### src/rtl/dezigzag_dequant_pkg.sv
// Shared constants for the de-zigzag / dequantise front end of the 8x8 IDCT path.
package dezigzag_dequant_pkg;
  localparam int unsigned BLK_N      = 64;
  localparam int unsigned ROW_N      = 8;
  localparam int unsigned COEF_W_DEF = 16;
  localparam int unsigned Q_W_DEF    = 8;
  localparam int unsigned OUT_W_DEF  = 32;

  typedef enum logic {ST_LOAD, ST_EMIT} state_e;

  // Zig-zag scan position -> natural row-major index.
  localparam logic [5:0] ZZ [BLK_N] = '{
     0,  1,  8, 16,  9,  2,  3, 10,
    17, 24, 32, 25, 18, 11,  4,  5,
    12, 19, 26, 33, 40, 48, 41, 34,
    27, 20, 13,  6,  7, 14, 21, 28,
    35, 42, 49, 56, 57, 50, 43, 36,
    29, 22, 15, 23, 30, 37, 44, 51,
    58, 59, 52, 45, 38, 31, 39, 46,
    53, 60, 61, 54, 47, 55, 62, 63
  };
endpackage

### src/rtl/dezigzag_dequant_if.sv
// Coefficient-in / row-out bus between entropy decoder, dezigzag_dequant and rowidct.
interface dezigzag_dequant_if
  import dezigzag_dequant_pkg::*;
#(
  parameter int unsigned COEF_W = COEF_W_DEF,
  parameter int unsigned Q_W    = Q_W_DEF,
  parameter int unsigned OUT_W  = OUT_W_DEF
);
  logic                     qt_we;
  logic [5:0]               qt_addr;
  logic [Q_W-1:0]           qt_data;
  logic                     in_valid;
  logic                     in_ready;
  logic [5:0]               in_pos;
  logic signed [COEF_W-1:0] in_coef;
  logic                     in_last;
  logic                     row_valid;
  logic                     row_ready;
  logic [2:0]               row_idx;
  logic                     row_last;
  logic signed [OUT_W-1:0]  x0, x1, x2, x3, x4, x5, x6, x7;

  modport master (
    output qt_we, qt_addr, qt_data, in_valid, in_pos, in_coef, in_last, row_ready,
    input  in_ready, row_valid, row_idx, row_last, x0, x1, x2, x3, x4, x5, x6, x7
  );

  modport slave (
    input  qt_we, qt_addr, qt_data, in_valid, in_pos, in_coef, in_last, row_ready,
    output in_ready, row_valid, row_idx, row_last, x0, x1, x2, x3, x4, x5, x6, x7
  );
endinterface

### src/rtl/dezigzag_dequant_quant_table_ram.sv
// 64-entry quant table indexed in zig-zag order: synchronous write, asynchronous read, no reset.
module quant_table_ram
  import dezigzag_dequant_pkg::*;
#(
  parameter int unsigned Q_W = Q_W_DEF
) (
  input  logic           clk,
  input  logic           we_i,
  input  logic [5:0]     waddr_i,
  input  logic [Q_W-1:0] wdata_i,
  input  logic [5:0]     raddr_i,
  output logic [Q_W-1:0] rdata_o
);
  logic [Q_W-1:0] mem_q [BLK_N];

  always_ff @(posedge clk) begin
    if (we_i) mem_q[waddr_i] <= wdata_i;
  end

  assign rdata_o = mem_q[raddr_i];
endmodule

### src/rtl/dezigzag_dequant.sv
// Dequantises sparse zig-zag coefficients into a natural-order 8x8 buffer and emits it row by row.
module dezigzag_dequant
  import dezigzag_dequant_pkg::*;
#(
  parameter int unsigned COEF_W = COEF_W_DEF,
  parameter int unsigned Q_W    = Q_W_DEF,
  parameter int unsigned OUT_W  = OUT_W_DEF
) (
  input logic               clk,
  input logic               rst,
  dezigzag_dequant_if.slave bus
);
  state_e                    state_q, state_d;
  logic [BLK_N-1:0]          mask_q, mask_d;
  logic [2:0]                row_q, row_d;
  logic signed [OUT_W-1:0]   buf_q [BLK_N];
  logic [Q_W-1:0]            q_rd;
  logic                      accept;
  logic [5:0]                nat;
  logic signed [COEF_W+Q_W:0] prod;
  logic signed [OUT_W-1:0]   prod_ext;
  logic signed [OUT_W-1:0]   xs [ROW_N];

  quant_table_ram #(.Q_W(Q_W)) u_qtab (
    .clk     (clk),
    .we_i    (bus.qt_we),
    .waddr_i (bus.qt_addr),
    .wdata_i (bus.qt_data),
    .raddr_i (bus.in_pos),
    .rdata_o (q_rd)
  );

  assign nat      = ZZ[bus.in_pos];
  assign prod     = bus.in_coef * $signed({1'b0, q_rd});
  assign prod_ext = OUT_W'(prod);

  always_comb begin
    state_d       = state_q;
    mask_d        = mask_q;
    row_d         = row_q;
    accept        = 1'b0;
    bus.in_ready  = 1'b0;
    bus.row_valid = 1'b0;
    case (state_q)
      ST_LOAD: begin
        bus.in_ready = 1'b1;
        if (bus.in_valid) begin
          accept      = 1'b1;
          mask_d[nat] = 1'b1;
          if (bus.in_last) state_d = ST_EMIT;
        end
      end
      ST_EMIT: begin
        bus.row_valid = 1'b1;
        if (bus.row_ready) begin
          if (row_q == 3'd7) begin
            row_d   = '0;
            mask_d  = '0;
            state_d = ST_LOAD;
          end else begin
            row_d = row_q + 3'd1;
          end
        end
      end
      default: state_d = ST_LOAD;
    endcase
  end

  always_ff @(posedge clk) begin
    if (rst) begin
      state_q <= ST_LOAD;
      mask_q  <= '0;
      row_q   <= '0;
    end else begin
      state_q <= state_d;
      mask_q  <= mask_d;
      row_q   <= row_d;
    end
  end

  // Buffer has no reset: stale entries are hidden by the written-mask.
  always_ff @(posedge clk) begin
    if (accept && !rst) buf_q[nat] <= prod_ext;
  end

  always_comb begin
    for (int unsigned c = 0; c < ROW_N; c++) begin
      xs[c] = '0;
      if (state_q == ST_EMIT && mask_q[{row_q, 3'(c)}]) xs[c] = buf_q[{row_q, 3'(c)}];
    end
  end

  assign bus.row_idx  = row_q;
  assign bus.row_last = (state_q == ST_EMIT) && (row_q == 3'd7);
  assign bus.x0 = xs[0];
  assign bus.x1 = xs[1];
  assign bus.x2 = xs[2];
  assign bus.x3 = xs[3];
  assign bus.x4 = xs[4];
  assign bus.x5 = xs[5];
  assign bus.x6 = xs[6];
  assign bus.x7 = xs[7];
endmodule

### src/flat_wrapper.sv
// flat-port wrapper written by rule: the top's interface ports become plain ports
module dezigzag_dequant_flat import dezigzag_dequant_pkg::*;
#(
  parameter int unsigned COEF_W = COEF_W_DEF,
  parameter int unsigned Q_W    = Q_W_DEF,
  parameter int unsigned OUT_W  = OUT_W_DEF
)
  (clk, rst, bus_qt_we, bus_qt_addr, bus_qt_data, bus_in_valid, bus_in_pos, bus_in_coef, bus_in_last, bus_row_ready, bus_in_ready, bus_row_valid, bus_row_idx, bus_row_last, bus_x0, bus_x1, bus_x2, bus_x3, bus_x4, bus_x5, bus_x6, bus_x7);
  dezigzag_dequant_if #(.COEF_W(COEF_W), .Q_W(Q_W), .OUT_W(OUT_W)) bus_i ();
  input logic clk;
  input logic rst;
  input wire logic [$bits(bus_i.qt_we)-1:0] bus_qt_we;
  input wire logic [$bits(bus_i.qt_addr)-1:0] bus_qt_addr;
  input wire logic [$bits(bus_i.qt_data)-1:0] bus_qt_data;
  input wire logic [$bits(bus_i.in_valid)-1:0] bus_in_valid;
  input wire logic [$bits(bus_i.in_pos)-1:0] bus_in_pos;
  input wire logic [$bits(bus_i.in_coef)-1:0] bus_in_coef;
  input wire logic [$bits(bus_i.in_last)-1:0] bus_in_last;
  input wire logic [$bits(bus_i.row_ready)-1:0] bus_row_ready;
  output wire logic [$bits(bus_i.in_ready)-1:0] bus_in_ready;
  output wire logic [$bits(bus_i.row_valid)-1:0] bus_row_valid;
  output wire logic [$bits(bus_i.row_idx)-1:0] bus_row_idx;
  output wire logic [$bits(bus_i.row_last)-1:0] bus_row_last;
  output wire logic [$bits(bus_i.x0)-1:0] bus_x0;
  output wire logic [$bits(bus_i.x1)-1:0] bus_x1;
  output wire logic [$bits(bus_i.x2)-1:0] bus_x2;
  output wire logic [$bits(bus_i.x3)-1:0] bus_x3;
  output wire logic [$bits(bus_i.x4)-1:0] bus_x4;
  output wire logic [$bits(bus_i.x5)-1:0] bus_x5;
  output wire logic [$bits(bus_i.x6)-1:0] bus_x6;
  output wire logic [$bits(bus_i.x7)-1:0] bus_x7;
  assign bus_i.qt_we = bus_qt_we;
  assign bus_i.qt_addr = bus_qt_addr;
  assign bus_i.qt_data = bus_qt_data;
  assign bus_i.in_valid = bus_in_valid;
  assign bus_i.in_pos = bus_in_pos;
  assign bus_i.in_coef = bus_in_coef;
  assign bus_i.in_last = bus_in_last;
  assign bus_i.row_ready = bus_row_ready;
  assign bus_in_ready = bus_i.in_ready;
  assign bus_row_valid = bus_i.row_valid;
  assign bus_row_idx = bus_i.row_idx;
  assign bus_row_last = bus_i.row_last;
  assign bus_x0 = bus_i.x0;
  assign bus_x1 = bus_i.x1;
  assign bus_x2 = bus_i.x2;
  assign bus_x3 = bus_i.x3;
  assign bus_x4 = bus_i.x4;
  assign bus_x5 = bus_i.x5;
  assign bus_x6 = bus_i.x6;
  assign bus_x7 = bus_i.x7;
  dezigzag_dequant #(.COEF_W(COEF_W), .Q_W(Q_W), .OUT_W(OUT_W)) u_core (.clk(clk), .rst(rst), .bus(bus_i));
endmodule
### config.mk
export PLATFORM = sky130hd
export DESIGN_NAME = dezigzag_dequant_flat
export DESIGN_NICKNAME = d
export VERILOG_FILES = /design/src/rtl/dezigzag_dequant_pkg.sv /design/src/rtl/dezigzag_dequant_if.sv /design/src/rtl/dezigzag_dequant_quant_table_ram.sv /design/src/rtl/dezigzag_dequant.sv /design/src/flat_wrapper.sv
export SDC_FILE = /design/constraint.sdc
export NUM_CORES = 2
export LEC_CHECK = 0
export ABC_AREA = 1
export BUFFER_PORTS_ARGS = -buffer_cell sky130_fd_sc_hd__buf_2
export CORE_MARGIN = 2
export CORE_UTILIZATION = 40
export CTS_CLUSTER_SIZE = 25
export DETAILED_ROUTE_END_ITERATION = 10
export PLACE_DENSITY = 0.6
export SYNTH_ARGS = -nofsm -noshare
export SYNTH_HDL_FRONTEND = slang
export SYNTH_HIERARCHICAL = 1
export SYNTH_SLANG_ARGS = --single-unit
### constraint.sdc
create_clock -name clk -period 10 [get_ports clk]
set_input_delay 1.5 -clock clk [delete_from_list [all_inputs] [get_ports clk]]
set_output_delay 1.5 -clock clk [all_outputs]
set_load 0.02 [all_outputs]
Word level (Yosys, flattened, before mapping)
Memory sizes are Yosys's and may differ from the RTL's. A register that Yosys moved wholly into a read port is not among the register bits.
Index checks and enable logic that the tools add are counted.
W data, S select, Z words.

operators by class
  add/sub/neg operators = 1
  multiply operators = 1
  $lt $le $gt $ge = 11
  equal/unequal tests = 4
  muxes and demuxes = 62
  bitwise gates (word level) = 3
  reduce and logical (&&, ||, !) cells = 14

operator list
  operator               number
  $mux W32               8
  $mux W64               3
  $pmux W64 S2           1
  $mux W6                18
  $or A64 B64 Y64        1
  $lt A6 B7 Y1 const B   9
  $mul A16 B9 Y25        1
  $bmux W1 S3            8
  $mux W1                21
  $logic_and A1 B1 Y1    11
  $ge A7 B7 Y1 const B   1
  $not A6 Y7             1
  $demux W1 S6           1
  $ge A6 B1 Y1 const B   1
  $ne A2 B2 Y1 const B   3
  $add A3 B1 Y3 const B  1
  $eq A3 B3 Y1 const B   1
  $mux W3                1
  $reduce_and A3 Y1      1
  $pmux W1 S2            1
  $reduce_and A2 Y1      1
  $logic_not A1 Y1       1
  $not A1 Y1             1

storage, ports and cells
  bits in registers = 68
  bits in writable memories = 2,560
  ROM bits = 384
  bits of input ports = 42
  output and inout port bits = 262
  word-level logic and storage cells = 102
  memories kept = 3

memory list
  name                 depth  width  rd ports  clocked after Yosys merged registers in  write ports  RTL line                                source
  u_core.buf_q         64     32     8         8                                        1            dezigzag_dequant.sv:16                  logic signed [OUT_W-1:0] buf_q [BLK_N];
  u_core.u_qtab.mem_q  64     8      1         0                                        1            dezigzag_dequant_quant_table_ram.sv:14  logic [Q_W-1:0] mem_q [BLK_N];
  (no name shown)      64     6      1         0                                        0            dezigzag_dequant.sv:33                  assign nat = ZZ[bus.in_pos];

Logic depth before layout (Yosys ltp)
  depth after elaboration = 11
  mapped depth = 33
  gate-level depth less buffers = 28

By module
The synthesis kept the hierarchy.

by module, submodules not included
  module            instances  cells an instance  area an instance (um^2)  sequential area each (um^2)
  dezigzag_dequant  1          5,771              71,811.4                 49,467.4
  quant_table_ram   1          1,797              21,179.1                 15,374.7

Worst setup path before layout
OpenSTA, ideal clock, no wires.

  path kind = input-to-reg
  start point = input port bus_in_pos[0]
  end point = memory u_core/buf_q[0][13] (netlist bit), data pin
  library setup time = 0.567 ns
  arrival time = 7.856 ns
  required time = 9.433 ns
  setup slack = 1.577 ns
  stages on the path = 29
  buffers on the path = 5
  cells stage by stage = buf_6 -> inv_6 -> buf_8 -> buf_6 -> nand2_1 -> nand3_1 -> nand3_1 -> nand2_1 -> nand2_1 -> nand3_1 -> nand3_1 -> nand2_1 -> clkbuf_1 -> clkbuf_1 -> nand2_1 -> fa_1 -> inv_1 -> fa_1 -> fa_1 -> inv_1 -> fa_1 -> inv_1 -> ha_1 -> nand2_1 -> nor2_1 -> nand2_1 -> nand2_1 -> a21oi_1 -> xnor2_1

on the way
  longest elaborated chain between the ends = 2

RTL lines
  item                       RTL line                source
  start, declared            flat_wrapper.sv:16      input wire logic [$bits(bus_i.in_pos)-1:0] bus_in_pos;
  $mem_v2 Z64 W8             --
  named net u_core.q_rd[0]   dezigzag_dequant.sv:17  logic [Q_W-1:0] q_rd;
  $mul A16 B9 Y25            dezigzag_dequant.sv:34  assign prod = bus.in_coef * $signed({1'b0, q_rd});
  named net u_core.prod[13]  dezigzag_dequant.sv:20  logic signed [COEF_W+Q_W:0] prod;
  end, declared              dezigzag_dequant.sv:16

The timed path passes the listed nets, and every way through them passes these cells.

Worst setup path in the final report
  start point = input port bus_in_pos[0]
  end point = memory u_core/buf_q[27][21] (netlist bit), data pin

Same word-level chain as after synthesis.

==> flow_summary.yaml <==
synth:
  ys_seq_area_share_pct: 69.7
  ys_ff_latch: 2183
  syn_inst: 7568
  async_reset_ff_share_pct: 0
  yosys_warnings: 6
  yosysMostFrequentCell: "edfxtp_1"
  synth_top_area_share_pct: 68.2
  synth-edff-count: 2112
  ys.flop_type: "edfxtp_1"
  netlist_area_sq_um: 93000
  syn-num-nets: 7776
  synth_top_area_cell: "edfxtp_1"
  synthTopCellsByCount: "edfxtp_1, nand2_1, a21oi_1, nand3_1, a22oi_1"
  syn_avg_cell_area_sq_um: 12.3
  synth_cell_types: 42
  synthTopCellsByArea: "edfxtp_1, nand2_1, a21oi_1"
worst_setup_path:
  criticalPathCategory: "in2reg"
  crit_fanout: 79
  critPathRequiredTime_ns: 10.59
  crit_path_end_kind: "flip-flop"
  worstPathArrival_ns: 8.81
  start_kind: "input port"
die:
  die_h_um: 486
  initial_core_util_pct: 40.3
  die-width_um: 486
  die_area_sq_um: 236000
  ioPinCount: 304
  core_sq_um: 231000
  placementRows: 176
clock_tree:
  cts_hold_buf: 0
  cts_tree: "built"
  ctsRootBufferMaster: "clkbuf_16"
  cts_buffer_depth: 3
  clk_latency_ns: 0.87
  cts_buffers: 217
  clk_pin_slew_worst_paths_ns: 0.06
  post-cts-setup-buffers: 0
  cts_resized: 0
  cts.sinks: 2183
  htree_levels: 4
sta:
  rsz0062_at_grt: "no"
  finalSetupTns_ns: 0
  clock.fmax_ghz: 0.122
  setup_viol: 0
  period_share_pct: 82.2
  hold_violations: 0
  period_minus_slack_ns: 8.22
  clock_skew_ns: 0.0672
  report.final.slew_viol_count: 0
  max_slew.worst_pin.slew_ns: 1.47
  setup_ws_ns: 1.78
  relSlewSlack_pct: 2.19
layout:
  multiInputGateArea_sq_um: 24400
  seqCellArea_sq_um: 64800
  final_util_pct: 45.2
  area_growth_syn_to_layout_pct: 12.0
  final_net_count: 7929
  drive_gt1_share_pct: 10.9
  final_cells: 10900
  nFillCells: 20600
detailed_routing:
  detail_route.wl_per_cell_um: 22.9
  vias: 60000
  via_per_inst: 5.48
  drtAntennaViolNets: 0
  first_iter_violations: 6030
  drcViolationCount: 0
  drt-pass1-iter-count: 7
  totalWireLength_um: 251000
place:
  place_inst: 10500
  portBuffers: 303
  dp_worst_setup_slack_ns: 1.00
  place_hpwl_um: 139000
  gp_congestion: 0.848
power_and_ir_drop:
  cellLeakagePower_nw: 40.6
  ir_drop_mv: 0.994
  intPower_mw: 22.3
  power_switching_mw: 12.2
  combPwrFrac_pct: 30.6
  p_per_area_nw_per_um2: 331
  sw_frac_of_total_pct: 35.3
  seqPwrFrac_pct: 46.5
  clock_power_share_pct: 22.8
global_route:
  grt.overflow.total: 0
  grt_max_degree: 241
  grt_pass1_wl_um: 373000
  grt_antenna_before_repair: 33
  grt.total_usage_pct: 20.7
  grt_pass1_vias: 58500
run:
  cap_violations: 0
status:
  status: "completed"
hold_path:
  hp-class: "reg2reg"
## through the flow
step	hold slack (ns)	power, mW	area [sq um]
floorplan	0.421	21.0	93000
global placement	0.432	26.6	97300
detailed placement	0.436	26.9	97300
CTS	0.450	34.7	104000
global route	0.460	35.9	104000
finish	0.449	34.5	104000
## flip-flops by register name, summed over array words and instances (netlist names), named ones only
signal	count
u_core/state_q	1
u_core/u_qtab/mem_q	512
u_core/buf_q	1600
u_core/mask_q	64
u_core/bus.row_idx	3
## metal layers
layer,global-route usage [%],share of wire [%],vias to the layer above
li1,-,-,27200
met1,28.3,43,30200
met2,33.4,47,2112
met3,3.56,6.9,404
met4,7.45,3.6,28
met5,0,0.064,-
## worst max-delay path, stage by stage
cell and delay, ns:
buf_6 0.25, inv_6 0.52, buf_4 0.45, nand2_1 0.10
nand3_1 0.09, nand3_1 0.09, nand2_1 0.10, nand2_1 0.05
nand3_1 0.08, nand3_1 0.09, nand2_1 0.58, nand2_1 0.27
fa_1 0.72, inv_1 0.13, fa_1 0.52, inv_1 0.05
fa_1 0.44, fa_1 0.51, inv_1 0.04, ha_1 0.48
nand2_1 0.13, nor2_1 0.15, inv_1 0.06, nor2_1 0.12
nand4_1 0.12, nand4_1 0.13, nand2_2 0.48, buf_4 0.40
## final timing paths
path / from / endpoint / slack (ns) / cells past startpoint
max: bus_in_pos[0] / u_core/buf_q[27][21] / 1.78 / 28
min: u_core/mask_q[42] / u_core/mask_q[42] / 0.45 / 2
max reg2reg: u_core/u_qtab/mem_q[63][0] / u_core/buf_q[27][21] / 3.29 / 25
min reg2reg: u_core/mask_q[42] / u_core/mask_q[42] / 0.45 / 2
## layout by cell type, fill, tap and decap left out, drive strengths merged
cell,count
nor2,389
nand4,18
xnor2,4
o22ai,16
inv,329
mux2i,192
a22oi,384
edfxtp,2112
nand3,485
o211ai,16
bufinv,15
a21boi,1
clkinvlp,3
or2,1
fa,102
nor4,8
a21oi,808
dfxtp,71
diode,10
o21a,1
nand2,1918
xor2,11
nor3,3
buf,464
clkinv,112
o21ai,91
ha,64
clkbuf,285
a211oi,1
## cells by family after synthesis
group / after synthesis / synth area share (%)
buffers and inverters: 872 / 4.34
AND/OR/NAND/NOR: 2822 / 12.4
multiplexers: 192 / 2.07
AO/OA/AOI/OAI: 1318 / 8.24
adder cells (fa/ha/maj): 166 / 3.06
flip-flops: 2183 / 69.7
XOR/XNOR: 15 / 0.141
## cell type report
| type | count | area share, % |
|---|---|---|
| timing repair buffer | 464 | 2.85 |
| tap | 3026 | 3.63 |
| clock inverter | 117 | 1.03 |
| inverter | 342 | 1.27 |
| sequential | 2183 | 62.3 |
| clock buffer | 285 | 5.55 |
| antenna | 10 | 0.0240 |
| multi-input combinational | 4513 | 23.4 |
## power by group through the flow
| stage | logic (mW) | registers (mW) | clock network [mW] |
|---|---|---|---|
| 3_5_place_dp | 10.7 | 16.2 | 0 |
| 6_report | 10.6 | 16.1 | 7.88 |
| 4_1_cts | 10.7 | 16.1 | 8.01 |
| 3_3_place_gp | 10.4 | 16.2 | 0 |
| 2_1_floorplan | 4.52 | 16.5 | 0 |
| 5_1_grt | 11.5 | 16.1 | 8.36 |
(Power assumes the default switching activity.)
